[config.mk]
export PLATFORM = sky130hd
export DESIGN_NAME = matrix_ls_seq
export DESIGN_NICKNAME = d
export VERILOG_FILES = /design/src/rtl/types_pkg.sv /design/src/rtl/matrix_ls_addr_gen.sv /design/src/rtl/matrix_ls_seq.sv
export SDC_FILE = /design/constraint.sdc
export NUM_CORES = 1
export LEC_CHECK = 0
export ABC_AREA = 1
export BUFFER_PORTS_ARGS = -buffer_cell sky130_fd_sc_hd__buf_2
export CAP_MARGIN = 25
export CORE_AREA = 3 3 148 150
export CTS_BUF_LIST = sky130_fd_sc_hd__clkbuf_2
export DETAILED_ROUTE_END_ITERATION = 6
export DIE_AREA = 0 0 151 153
export PLACE_DENSITY = 0.53
export SETUP_SLACK_MARGIN = 0.15
export SYNTH_ARGS = -nofsm -noshare
export SYNTH_HDL_FRONTEND = slang
export SYNTH_SLANG_ARGS = --single-unit
[constraint.sdc]
create_clock -name CLK -period 3.2 [get_ports CLK]
set_input_delay 0.32 -clock CLK [delete_from_list [all_inputs] [get_ports CLK]]
set_output_delay 0.32 -clock CLK [all_outputs]
set_load 0.005 [all_outputs]
[src/rtl/types_pkg.sv]
// Shared types for the matrix load/store sequencer: operand/op types,
// matrix geometry and the sequencer state encoding.
package types_pkg;

  typedef logic [31:0] word_t;

  typedef enum logic [1:0] {
    M_NONE  = 2'd0,
    M_LOAD  = 2'd1,
    M_STORE = 2'd2
  } matrix_mem_t;

  localparam int MAT_ROWS  = 4;
  localparam int MAT_ROW_W = 64;

  typedef enum logic [1:0] {
    IDLE = 2'd0,
    REQ  = 2'd1,
    WAIT = 2'd2,
    DONE = 2'd3
  } matrix_ls_state_t;

  // A zero stride means densely packed rows (one 8-byte row apart).
  function automatic word_t row_pitch(input logic [3:0] stride);
    logic [3:0] s;
    s = (stride == 4'd0) ? 4'd1 : stride;
    return word_t'({s, 3'b000});
  endfunction

endpackage

[src/rtl/matrix_ls_addr_gen.sv]
// Combinational row address generator: base + row * pitch, wrapping at 32 bits.
module matrix_ls_addr_gen
  import types_pkg::*;
(
  input  word_t       base_i,
  input  logic [3:0]  stride_i,
  input  logic [1:0]  row_i,
  output word_t       addr_o
);

  assign addr_o = base_i + word_t'(row_i) * row_pitch(stride_i);

endmodule

[src/rtl/matrix_ls_seq.sv]
// Matrix load/store sequencer: moves 4 rows between memory and the matrix
// register file. Optional perf counters via `define MATRIX_LS_PERF_CNT_EN.
module matrix_ls_seq
  import types_pkg::*;
(
  input  logic                 CLK,
  input  logic                 RST,
  input  logic                 disp_valid,
  output logic                 disp_ready,
  input  matrix_mem_t          m_mem_type,
  input  logic [3:0]           matrix_rd,
  input  logic [3:0]           matrix_rs1,
  input  logic [3:0]           stride,
  input  word_t                base_addr,
  output logic                 mem_req,
  input  logic                 mem_ready,
  output logic                 mem_wen,
  output word_t                mem_addr,
  output logic [MAT_ROW_W-1:0] mem_wdata,
  input  logic                 mem_rvalid,
  input  logic [MAT_ROW_W-1:0] mem_rdata,
  output logic                 mrf_wen,
  output logic [3:0]           mrf_wsel,
  output logic [1:0]           mrf_wrow,
  output logic [MAT_ROW_W-1:0] mrf_wdata,
  output logic [3:0]           mrf_rsel,
  output logic [1:0]           mrf_rrow,
  input  logic [MAT_ROW_W-1:0] mrf_rdata,
  output logic                 busy,
  output logic                 done,
  output logic [15:0]          perf_loads,
  output logic [15:0]          perf_stores
);

  matrix_ls_state_t state_q, state_d;
  logic [1:0]       row_q, row_d;
  matrix_mem_t      type_q;
  logic [3:0]       rd_q, rs1_q, stride_q;
  word_t            base_q;
  logic             accept, last_row;
  word_t            row_addr;

  assign accept   = disp_valid && (state_q == IDLE) && (m_mem_type != M_NONE);
  assign last_row = (row_q == 2'(MAT_ROWS - 1));

  always_ff @(posedge CLK) begin
    if (RST) begin
      state_q <= IDLE;
      row_q   <= 2'd0;
    end else begin
      state_q <= state_d;
      row_q   <= row_d;
    end
  end

  always_ff @(posedge CLK) begin
    if (RST) begin
      type_q   <= M_NONE;
      rd_q     <= 4'd0;
      rs1_q    <= 4'd0;
      stride_q <= 4'd0;
      base_q   <= '0;
    end else if (accept) begin
      type_q   <= m_mem_type;
      rd_q     <= matrix_rd;
      rs1_q    <= matrix_rs1;
      stride_q <= stride;
      base_q   <= base_addr;
    end
  end

  // A load response is only consumed in WAIT, so a response racing a new
  // request in REQ is never mistaken for that request's data.
  always_comb begin
    state_d = state_q;
    row_d   = row_q;
    case (state_q)
      IDLE: begin
        if (accept) begin
          state_d = REQ;
          row_d   = 2'd0;
        end
      end
      REQ: begin
        if (mem_ready) begin
          if (type_q == M_STORE) begin
            if (last_row) state_d = DONE;
            else          row_d   = row_q + 2'd1;
          end else begin
            state_d = WAIT;
          end
        end
      end
      WAIT: begin
        if (mem_rvalid) begin
          if (last_row) begin
            state_d = DONE;
          end else begin
            state_d = REQ;
            row_d   = row_q + 2'd1;
          end
        end
      end
      DONE:    state_d = IDLE;
      default: state_d = IDLE;
    endcase
  end

  matrix_ls_addr_gen u_addr_gen (
    .base_i   (base_q),
    .stride_i (stride_q),
    .row_i    (row_q),
    .addr_o   (row_addr)
  );

  assign disp_ready = (state_q == IDLE);
  assign busy       = (state_q != IDLE);
  assign done       = (state_q == DONE);
  assign mem_req    = (state_q == REQ);
  assign mem_wen    = mem_req && (type_q == M_STORE);
  assign mem_addr   = mem_req ? row_addr : '0;
  assign mem_wdata  = mem_wen ? mrf_rdata : '0;
  assign mrf_rsel   = rs1_q;
  assign mrf_rrow   = row_q;
  assign mrf_wen    = (state_q == WAIT) && mem_rvalid;
  assign mrf_wsel   = rd_q;
  assign mrf_wrow   = row_q;
  assign mrf_wdata  = mrf_wen ? mem_rdata : '0;

`ifdef MATRIX_LS_PERF_CNT_EN
  logic [15:0] perf_loads_q, perf_stores_q;

  always_ff @(posedge CLK) begin
    if (RST) begin
      perf_loads_q  <= 16'd0;
      perf_stores_q <= 16'd0;
    end else if (state_q == DONE) begin
      if (type_q == M_LOAD && perf_loads_q != 16'hFFFF)
        perf_loads_q <= perf_loads_q + 16'd1;
      if (type_q == M_STORE && perf_stores_q != 16'hFFFF)
        perf_stores_q <= perf_stores_q + 16'd1;
    end
  end

  assign perf_loads  = perf_loads_q;
  assign perf_stores = perf_stores_q;
`else
  assign perf_loads  = 16'd0;
  assign perf_stores = 16'd0;
`endif

endmodule

; Word level (Yosys, flattened, before mapping)
; Cells that the tools add are included.
[op_classes]
addsub = 2
mul = 1
n_eq_ne = 10
muxes = 17
n_reduce_logical = 11
[ops]
columns = operator, n
row1 = $mux W64, 2
row2 = $add A32 B9 Y32, 1
row3 = $mux W32, 1
row4 = $mux W2, 11
row5 = $eq A2 B2 Y1 const B, 4
row6 = $pmux W2 S4, 1
row7 = $mul A2 B4 Y6, 1
row8 = $ne A2 B1 Y1 const B, 3
row9 = $pmux W2 S3, 1
row10 = $reduce_and A5 Y1, 1
row11 = $logic_and A1 B1 Y1, 4
row12 = $logic_not A4 Y1, 1
row13 = $mux W4, 1
row14 = $reduce_and A4 Y1, 1
row15 = $reduce_bool A2 Y1, 2
row16 = $ne A3 B3 Y1 const B, 1
row17 = $reduce_bool A3 Y1, 1
row18 = $add A2 B1 Y2 const B, 1
row19 = $eq A2 B1 Y1 const B, 1
row20 = $logic_not A2 Y1, 1
row21 = $ne A2 B2 Y1 const B, 1
[totals]
ff_bits = 50
input_bits = 179
out_inout_bits = 210
elab_cells = 48

; Longest topological paths before layout
; Gate-level depths: netlist (run 1).
[logic_depth]
ltp_word = 5
depth_mapped = 18
depth_no_buf = 18

; Modules after synthesis
; Synthesis (run 1) repeated with hierarchy kept, for this count alone.
[unflattened]
cells_unflattened = 888
hier_area_um2 = 4882.2
[by_module_without_submodules]
columns = mod, n_inst, cells_per_inst, area_each_um2, seq_area_each_um2
row1 = matrix_ls_seq, 1, 643, 3555.9, 1001.0
row2 = matrix_ls_addr_gen, 1, 245, 1326.3, 0.0

; Worst setup path after synthesis (run 1)
; Ideal clock, no wire load.
[synth_timing]
kind = register -> output
from = reg stride_q[1]
to = out mem_addr[31]
arrival_ns = 2.378
required_ns = 2.880
slack_ns = 0.502
path_stages_with_launch = 15
n_path_buf = 0
path_cell_list = dfxtp_1 nor3_1 nor2_1 nor2_1 ha_1 fa_1 xor2_1 ha_1 or2_0 and2_1 nand2_1 nand2_1 nand3_1 nand2_1 nor2_1
[synth_between]
elab_chain_cells = 5
[synth_rtl]
columns = item, line_no
row1 = "start, declared", matrix_ls_seq.sv:38  ; logic [3:0] rd_q, rs1_q, stride_q;
row2 = "start signal, assigned", matrix_ls_seq.sv:67  ; stride_q <= stride;
row3 = $logic_not A4 Y1, types_pkg.sv:26  ; s = (stride == 4'd0) ? 4'd1 : stride;
row4 = $mux W4 *, types_pkg.sv:26
row5 = $mul A2 B4 Y6 *, matrix_ls_addr_gen.sv:11  ; assign addr_o = base_i + word_t'(row_i) * row_pitch(stride_i);
row6 = $add A32 B9 Y32 *, matrix_ls_addr_gen.sv:11
row7 = $mux W32 *, matrix_ls_seq.sv:121  ; assign mem_addr = mem_req ? row_addr : '0;
row8 = "end, declared", matrix_ls_seq.sv:18  ; output word_t mem_addr,
; Every way passes the cells marked *; elsewhere a longest branch is shown, timed or not.

; Worst setup path in the final report (run 1)
[layout_timing]
from = reg stride_q[2]
to = out mem_addr[20]
; Same word-level chain as after synthesis.

==> impl_results.md, run 1 <==
* CTS clk-pin slew, worst paths at 0.34 ns
* WL final at around 23000 um
* RR Startpoint: state_q[1]
* Hold Crit Depth at 3
* Final core occ at between 30% and 40%
* Area after DPL at 6510 um^2
* Max Cap Viol at 0
* Pre-CTS setup slack at around 0.14 ns
* DRT antenna net count at 0
* Failing checks: negative setup slack
* Setup WS post-layout at -0.290 ns
* TritonCTS clock tree: built
* Setup Crit Path Kind: flop to output pin
* Share of layout cells above drive strength 1 at 40.1%
* Nets at about 1400
* Post-synth cell types at 32
* Clk buf depth at 2
* Area growth syn-to-layout at 53.5%
* Critical path endpoint category: output pin
* CP arrival at roughly 3.2 ns
* Area leader, netlist: dfxtp_1
* Vias in the first global route at a little under 6000
* Largest cells by area after synthesis: dfxtp_1 22%, nor2_1 20%, inv_1 15%
* WL/cell at roughly 16 um
* Worst skew pair latency at 0.51 ns
* Area share of the largest cell type after synthesis at a little over a fifth
* Hold Path End: type_q[1]
* First-iteration detailed-routing DRC count at 277
* Final Slew Violations at 0
* Core footprint at approximately 21000 um^2
* Power Dens Cells at 403 nW/um^2
* CP Launch Type: flop
* Relative slew slack at a little over half
* Root Buffer: clkbuf_2
* Die ar. at about 23000 um^2
* Worst IR drop on VDD at about 0.22 mV
* Leak at between 4 and 5 nW
* First-pass iteration count of the detailed router at 4
* Hold Slack at around 0.0056 ns
* GPL Wtd Cong at 0.897
* Final Hold Fails at 0
* Post-Syn Area at 4580 um^2
* Final min period at 3.49 ns
* Syn_area_per_cell at around 5.4 um^2
* Sum of negative setup slack at -5.41 ns
* H-tree levels at 2
* Setup Skew at ~0.054 ns
* Worst R2R Path Depth at 10
* Largest net degree at the start of global routing at 60
* Worst-path maximum fanout at 6
* Gr ovfl total at 0
* Hold crit path type: input port to flop
* Fillers at 2458
* Period utilization at 109%
* Seq cells post-synth at 50
* Most frequent cells in the layout: 356 x buf_2, 240 x nor2_1, 181 x inv_1
* IO buf count at ~360
* Hold Crit Start: m_mem_type[1]
* Via density at 4.17
* Core Rows at 53
* Slew @ Worst Pin at around 0.71 ns
* R2r setup slk at around 0.80 ns
* Sequential element share of the synthesized area at between 20% and 30%
* CTS buffer count at 5
* Outcome: finished, violations left
* Setup violations, final at 25
* Post-route cell area at 7030 um^2
* Initial antenna violation count at 8
* DP HPWL at between 15000 and 20000 um
* First-pass GRT wire length at around 34000 um
* FF/Latch Area at between 1000 and 1500 um^2
* Via count at 6142
* Drt drc at 0
* R2r endpoint: mrf_rrow[0]
* Warning count from the yosys run at 0
* Die width at 151 um
* Crit path required time at 2.88 ns
* RSZ-0062 raised after global routing: yes
* Initial Util at between 20 and 25%
* GR Util All Layers at 18.9%
* IO Count at slightly below 400
* Die height at roughly 150 um
* Post-Syn Instances at about 850
* Footprint of the multi-input gates at roughly 2900 um^2
* Fmax at about 290 MHz
* Clock net sink count at 50
* Commonest non-fill, non-tap cell in the layout: buf_2
==> sequential cells by signal, summed over array words and instances (netlist names) <==
signal	flops
mrf_rsel	4
mrf_rrow	2
type_q	2
stride_q	4
state_q	2
mrf_wsel	4
base_q	32
==> synth_stat cells <==
cell and number:
nor2_1 248, buf_6 1, and2_1 1, nand2_2 8, o21ai_0 57, inv_2 1
nand3_2 2, nor2_4 2, nor3_1 5, nand3b_1 3, or2_2 1, buf_4 38
conb_1 1, dfxtp_1 50, clkbuf_1 14, buf_1 10, nand3_1 28, buf_2 1
a21oi_1 32, xor2_1 2, nor3_2 1, ha_1 15, nand2_1 121, o21ai_1 1
nor2_2 6, a21o_1 1, fa_1 2, or2_0 2, xnor2_1 3, inv_1 184
nand4_1 3, clkbuf_2 1
==> final cells by class <==
cell class | count | share of cell area, %
well taps | 275 | 4.89
diodes | 4 | 0.142
clock buffers | 5 | 0.356
multi-input cells | 576 | 41.5
repair buffers | 374 | 27.9
clock inverters | 3 | 0.979
flip-flops and latches | 50 | 14.3
inverters | 185 | 9.88
==> repair_timing <==
item | CTS | global route
endpoints found under the setup margin | 27 | 27
endpoints found under the hold margin | 2 | 2
pin swaps | 18 | 21
gates resized for setup | 53 | 43
setup buffers | 5 | 4
hold buffers | 1 | 2
==> worst max path at each step <==
stage	start	to	slack [ns]	depth (start not counted)
2_1_floorplan	stride_q[1]	mem_addr[31]	0.50	14
3_3_place_gp	stride_q[1]	mem_addr[16]	0.17	16
3_5_place_dp	stride_q[1]	mem_addr[16]	0.14	16
4_1_cts	stride_q[1]	mem_addr[30]	-0.24	16
5_1_grt	stride_q[1]	mem_addr[29]	-0.53	18
6_report	stride_q[2]	mem_addr[20]	-0.29	14
==> cells by family after synthesis <==
| group | Yosys count | synth area share, % |
|---|---|---|
| AO/OA/AOI/OAI | 91 | 9.99 |
| XOR/XNOR | 5 | 0.956 |
| adder cells (fa/ha/maj) | 17 | 4.97 |
| buffers and inverters | 250 | 23.8 |
| flip-flops | 50 | 21.8 |
| other | 1 | 0.0818 |
| AND/OR/NAND/NOR | 431 | 38.3 |
==> routing by layer <==
layer | global-route usage, % | share of wire, % | vias to the layer above
met5 | 0 | 0.26 | -
met3 | 7.47 | 11 | 32
met2 | 31.6 | 46 | 247
met1 | 22.8 | 41 | 2733
li1 | - | - | 3122
met4 | 4.45 | 2.2 | 8
==> metrics by stage <==
step	instances	total power, mW
3_3_place_gp	1448	2.26
5_1_grt	1470	3.09
4_1_cts	1462	2.79
3_5_place_dp	1448	2.26
2_1_floorplan	876	1.70
6_report	1472	2.84
==> power by group <==
part	internal (mW)	leakage [nW]	total [mW]	switching, mW
Sequential	0.766	0.415	0.930	0.163
Combinational	0.573	3.99	1.45	0.875
Clock	0.211	0.0532	0.460	0.248
Total	1.55	4.46	2.84	1.29
==> critical path, stage by stage (launching register included) <==
cell and delay [ns]:
dfxtp_2 0.42, nor3_2 0.04, nor2_1 0.12, nor2_1 0.08, ha_2 0.20, fa_2 0.37
xor2_1 0.15, ha_1 0.36, nand2_2 0.11, nor2_2 0.15, nand3_1 0.14, nand3_4 0.15
a21oi_1 0.08, nor2_1 0.13, buf_2 0.14
(Power assumes the default switching activity.)
==> inputs of run 2 (changes only) <==
--- a/config.mk
+++ b/config.mk
@@ -6,7 +6,7 @@
 export NUM_CORES = 1
 export LEC_CHECK = 0
 export ABC_AREA = 1
-export BUFFER_PORTS_ARGS = -buffer_cell sky130_fd_sc_hd__buf_2
+export BUFFER_PORTS_ARGS = -buffer_cell sky130_fd_sc_hd__clkbuf_2
 export CAP_MARGIN = 25
 export CORE_AREA = 3 3 148 150
 export CTS_BUF_LIST = sky130_fd_sc_hd__clkbuf_2
@@ -17,3 +17,4 @@
 export SYNTH_ARGS = -nofsm -noshare
 export SYNTH_HDL_FRONTEND = slang
 export SYNTH_SLANG_ARGS = --single-unit
+export TNS_END_PERCENT = 100
==> impl_results.md, run 2 (synthesized netlist as in run 1, its figures left out) <==
* Outcome: finished, violations left
* Failing checks: negative setup slack
* Crit path required time at ~2.9 ns
* Via density at 4.14
* Critical path endpoint category: output pin
* Area after DPL at 6490 um^2
* Max Cap Viol at 0
* Fillers at approximately 2400
* TritonCTS clock tree: built
* Power Dens Cells at just under 400 nW/um^2
* Drt drc at 0
* CTS buffer count at 5
* Worst skew pair latency at around 0.47 ns
* DRT antenna net count at 0
* First-pass iteration count of the detailed router at 4
* Largest Register: base_q
* CP arrival at around 3.1 ns
* IO buf count at 356
* Die width at ~150 um
* Share of layout cells above drive strength 1 at between 40% and 50%
* CP Launch Type: flop
* Final min period at ~3.4 ns
* IO Count at a little under 400
* GPL Wtd Cong at 0.847
* Setup violations, final at 25
* Period utilization at 107%
* Most frequent cells in the layout: 343 x clkbuf_2, 236 x nor2_1, 181 x inv_1
* Relative slew slack at between 50% and 60%
* RSZ-0062 raised after global routing: yes
* Vias in the first global route at 5729
* Slew @ Worst Pin at between 0.7 and 0.8 ns
* Via count at 6061
* Commonest non-fill, non-tap cell in the layout: clkbuf_2
* Leak at 4.38 nW
* Largest net degree at the start of global routing at between 60 and 70
* Detail Route met3 WL at about 2400 um
* Fmax at just under 300 MHz
* Pre-CTS setup slack at ~0.072 ns
* H-tree levels at 2
* Core Rows at 53
* Initial Util at 22.0%
* Setup Skew at 0.0172 ns
* Setup Crit Path Kind: flop to output pin
* Final Hold Fails at 0
* Area growth syn-to-layout at 54.1%
* # diodes at 0
* CTS clk-pin slew, worst paths at 0.30 ns
* Die ar. at around 23000 um^2
* Core footprint at roughly 21000 um^2
* Initial antenna violation count at 2
* First-iteration detailed-routing DRC count at 280
* Die height at 153 um
* Max layer used: met5
* Number of flip-flops in the largest register at 32
* DR WL met2 at 10900 um
* WL/cell at approximately 16 um
* Footprint of the multi-input gates at just over 3000 um^2
* Clk buf depth at 2
* Final core occ at around 34%
* Worst-path maximum fanout at 6
* Final Slew Violations at 0
* Metal1 wirelength at 9250 um
* FF/Latch Area at a little over 1000 um^2
* DP HPWL at between 15000 and 20000 um
* Post-route cell area at 7060 um^2
* Root Buffer: clkbuf_2
* Clock net sink count at 50
* WL final at 22900 um
* Gr ovfl total at 0
* GR Util All Layers at about a fifth
* Worst IR drop on VDD at around 0.19 mV
* Setup WS post-layout at -0.232 ns
* Hold crit path type: input port to flop
* Nets at 1385
* First-pass GRT wire length at roughly 33000 um
[run 2: cell types whose count changed in the layout (fill, tap and decap cells not counted), sizes merged]
cell	before	now
buf	371	32
clkbuf	5	343
diode	4	0
clkinvlp	0	2
dlygate4sd3	3	1
bufinv	2	1
clkinv	1	0
[run 2: where the power goes]
part	switching [mW]	total [mW]	internal, mW	leakage (nW)
logic	0.877	1.44	0.567	3.93
clock network	0.243	0.373	0.131	0.0352
registers	0.168	0.934	0.766	0.415
total	1.29	2.75	1.46	4.38
[run 2: routing by layer]
layer	track usage, %	vias to the layer above
li1	-	3106
met3	7.41	25
met5	0	-
met1	22.3	2684
met2	32.0	242
met4	3.11	4
[run 2: what timing repair did]
item / in CTS / in global routing
endpoints found under the hold margin: 2 / 0
pin swaps: 31 / 41
endpoints found under the setup margin: 27 / 28
hold buffers: 1 / 0
buffers inserted: 6 / 2
gates resized for setup: 59 / 75
[run 2: layout make-up]
| type | count | share of cell area [%] |
|---|---|---|
| Clock buffer | 5 | 0.354 |
| Inverter | 185 | 9.90 |
| Timing Repair Buffer | 371 | 27.1 |
| Multi-Input combinational cell | 576 | 42.9 |
| Tap cell | 275 | 4.87 |
| Clock inverter | 3 | 0.638 |
| Sequential cell | 50 | 14.3 |
[run 2: stage by stage]
stage	setup TNS, ns	std cells	hold slack [ns]	total power, mW
global placement	0	1448	0.463	2.26
floorplan	0	876	0.389	1.70
global route	-10.41	1465	0.0193	3.01
finish	-3.76	1465	0.0577	2.75
CTS	-5.30	1463	0.0222	2.72
detailed placement	0	1448	0.471	2.27
[run 2: worst paths after layout]
check,start,end,depth (start not counted),slack (ns)
setup / recovery,stride_q[3],mem_addr[25],14,-0.23
hold / removal,base_addr[1],base_q[1],3,0.06
setup reg to reg,state_q[1],type_q[1],8,0.96
hold reg to reg,mrf_wsel[0],mrf_wsel[0],2,0.51
[run 2: worst max-delay path, stage by stage (launching register included)]
cell and delay [ns]:
dfxtp_2 0.39, nor3_2 0.17, nor2_1 0.07, nor2_1 0.13, ha_2 0.22, fa_2 0.46, ha_4 0.32, nand2_1 0.08
nor2_2 0.15, nand2_1 0.12, nand3_4 0.10, nand2_2 0.07, xor2_1 0.14, nor2_1 0.09, clkbuf_2 0.13
==> inputs of run 3 (changes only) <==
==> constraint.sdc (replaced) <==
create_clock -name CLK -period 3.8 [get_ports CLK]
set_input_delay 0.38 -clock CLK [delete_from_list [all_inputs] [get_ports CLK]]
set_output_delay 0.38 -clock CLK [all_outputs]
set_load 0.005 [all_outputs]
==> impl_results.md, run 3 (synthesized netlist as in run 1, its figures left out) <==
* IO buf count at about 360
* Gate power share at 50.1%
* IO Count at approximately 390
* Final core occ at between 30% and 40%
* CP Capture Point: mem_addr[7]
* Clk pwr share at about 16%
* CTS buffer count at 5
* Root Buffer: clkbuf_2
* RR Startpoint: state_q[1]
* Worst R2R Path Depth at 8
* First-pass GRT wire length at roughly 33000 um
* Sum of negative setup slack at 0 ns
* CP arrival at roughly 3 ns
* CP Launch Type: flop
* Die height at between 150 and 200 um
* Die ar. at between 20000 and 25000 um^2
* Setup Crit Path Kind: flop to output pin
* Period utilization at around nine tenths
* H-tree levels at 2
* First-iteration detailed-routing DRC count at 249
* WL final at 22700 um
* Final Hold Fails at 0
* Worst IR drop on VDD at 0.138 mV
* Hold Slack at 0.111 ns
* R2r endpoint: type_q[0]
* First-pass iteration count of the detailed router at 5
* Setup crit start: stride_q[1]
* RSZ-0062 raised after global routing: yes
* Commonest non-fill, non-tap cell in the layout: clkbuf_2
* Sw Ratio at 45.3%
* DP HPWL at a little under 20000 um
* DRT antenna net count at 0
* Setup Skew at around 0.018 ns
* GR Util All Layers at 18.6%
* Gr ovfl total at 0
* Setup violations, final at 0
* Slew @ Worst Pin at between 0.9 and 1 ns
* Number of flip-flops in the largest register at 32
* Drt drc at 0
* GPL Wtd Cong at 0.895
* Via density at 4.10
* Clock net sink count at 50
* Crit path required time at between 3 and 4 ns
* Worst-path maximum fanout at 5
* Relative slew slack at 39.3%
* Largest net degree at the start of global routing at 61
* Via count at ~6000
* P_sw at about 1.1 mW
* R2r setup slk at roughly 1.3 ns
* Outcome: complete, no violations
* TritonCTS clock tree: built
* Hold crit path type: input port to flop
* Share of layout cells above drive strength 1 at between 30% and 40%
* Clk buf depth at 2
* Initial antenna violation count at 4
* Most frequent cells in the layout: 352 x clkbuf_2, 233 x nor2_1, 182 x inv_1
* Final Slew Violations at 0
* Hold buffers post-CTS at 0
* Pint at between 1 and 1.5 mW
* Sequential share of power at 33.7%
* Vias in the first global route at 5648
* Largest Register: base_q
* Worst skew pair latency at approximately 0.47 ns
* CTS clk-pin slew, worst paths at 0.28 ns
* Fmax at between 200 and 300 MHz
* Critical path endpoint category: output pin
* Core Rows at between 50 and 60
* Leak at roughly 4.3 nW
* Initial Util at ~22%
* Max Cap Viol at 0
* Final min period at about 3.4 ns
* WL/cell at around 15 um
* Power Dens Cells at roughly 340 nW/um^2
* Core footprint at 20800 um^2
* Area growth syn-to-layout at 50.1%
* Die width at between 150 and 200 um
* Nets at 1381
run 3: changes by cell type in the layout (fill, tap and decap cells not counted), moves of 4 or more:
cell / delta
buf_2: -9
clkbuf_2: +9
nand2_1: +7
o21ai_0: +6
nand2_4: -5
nor2_2: +5
o21ai_1: -5
nand3_1: +4
run 3: final cells by class:
class	instances	area [um^2]
clock buffers	5	25.0
inverters	185	694
diodes	2	5.00
multi-input cells	576	2870
repair buffers	367	1860
fillers	2490	13900
flip-flops and latches	50	1010
well taps	275	344
clock inverters	3	68.8
run 3: what timing repair did:
item                       CTS  global route
gates resized for setup      4            81
buffers inserted             3             3
pin swaps                    1            28
setup endpoints to repair   10            26
run 3: worst min path at each step:
stage,start,endpoint,slack [ns],depth (start not counted)
after floorplan,base_q[31],base_q[31],0.44,2
after global placement,base_q[1],base_q[1],0.46,2
after detailed placement,base_q[31],base_q[31],0.47,2
after CTS,m_mem_type[0],type_q[0],0.09,3
after global routing,RST,state_q[0],0.04,2
final,RST,state_q[0],0.11,2
run 3: through the flow:
stage,instance area [um^2],instances,power (mW),setup WS (ns)
5_1_grt,6880,1462,2.55,0.0653
2_1_floorplan,4700,876,1.43,1.04
6_report,6880,1463,2.32,0.355
3_3_place_gp,6470,1447,1.90,0.713
3_5_place_dp,6470,1447,1.90,0.668
4_1_cts,6600,1458,2.30,0.167
run 3: worst max-delay path, cell delays in order (launching register included):
cell	delay [ns]
dfxtp_2	0.40
nor3_2	0.04
nor2_1	0.14
nor2_1	0.07
ha_2	0.19
fa_2	0.37
xor2_1	0.15
ha_1	0.35
or2_1	0.28
and2_4	0.17
buf_4	0.13
o21ai_0	0.14
a21oi_1	0.07
clkbuf_2	0.12
run 3: per-layer routing:
layer	track usage (%)	vias to the layer above	part of all wire, %
met5	0	-	0.093
met4	3.80	4	2.1
met3	6.70	24	9.5
met2	31.1	242	46
met1	23.0	2636	42
li1	-	3095	-
run 3: power groups by stage:
stage	clock [mW]	sequential [mW]	combinational [mW]
2_1_floorplan	0	0.746	0.688
3_3_place_gp	0	0.788	1.11
3_5_place_dp	0	0.789	1.11
4_1_cts	0.391	0.776	1.13
5_1_grt	0.415	0.807	1.33
6_report	0.375	0.782	1.16
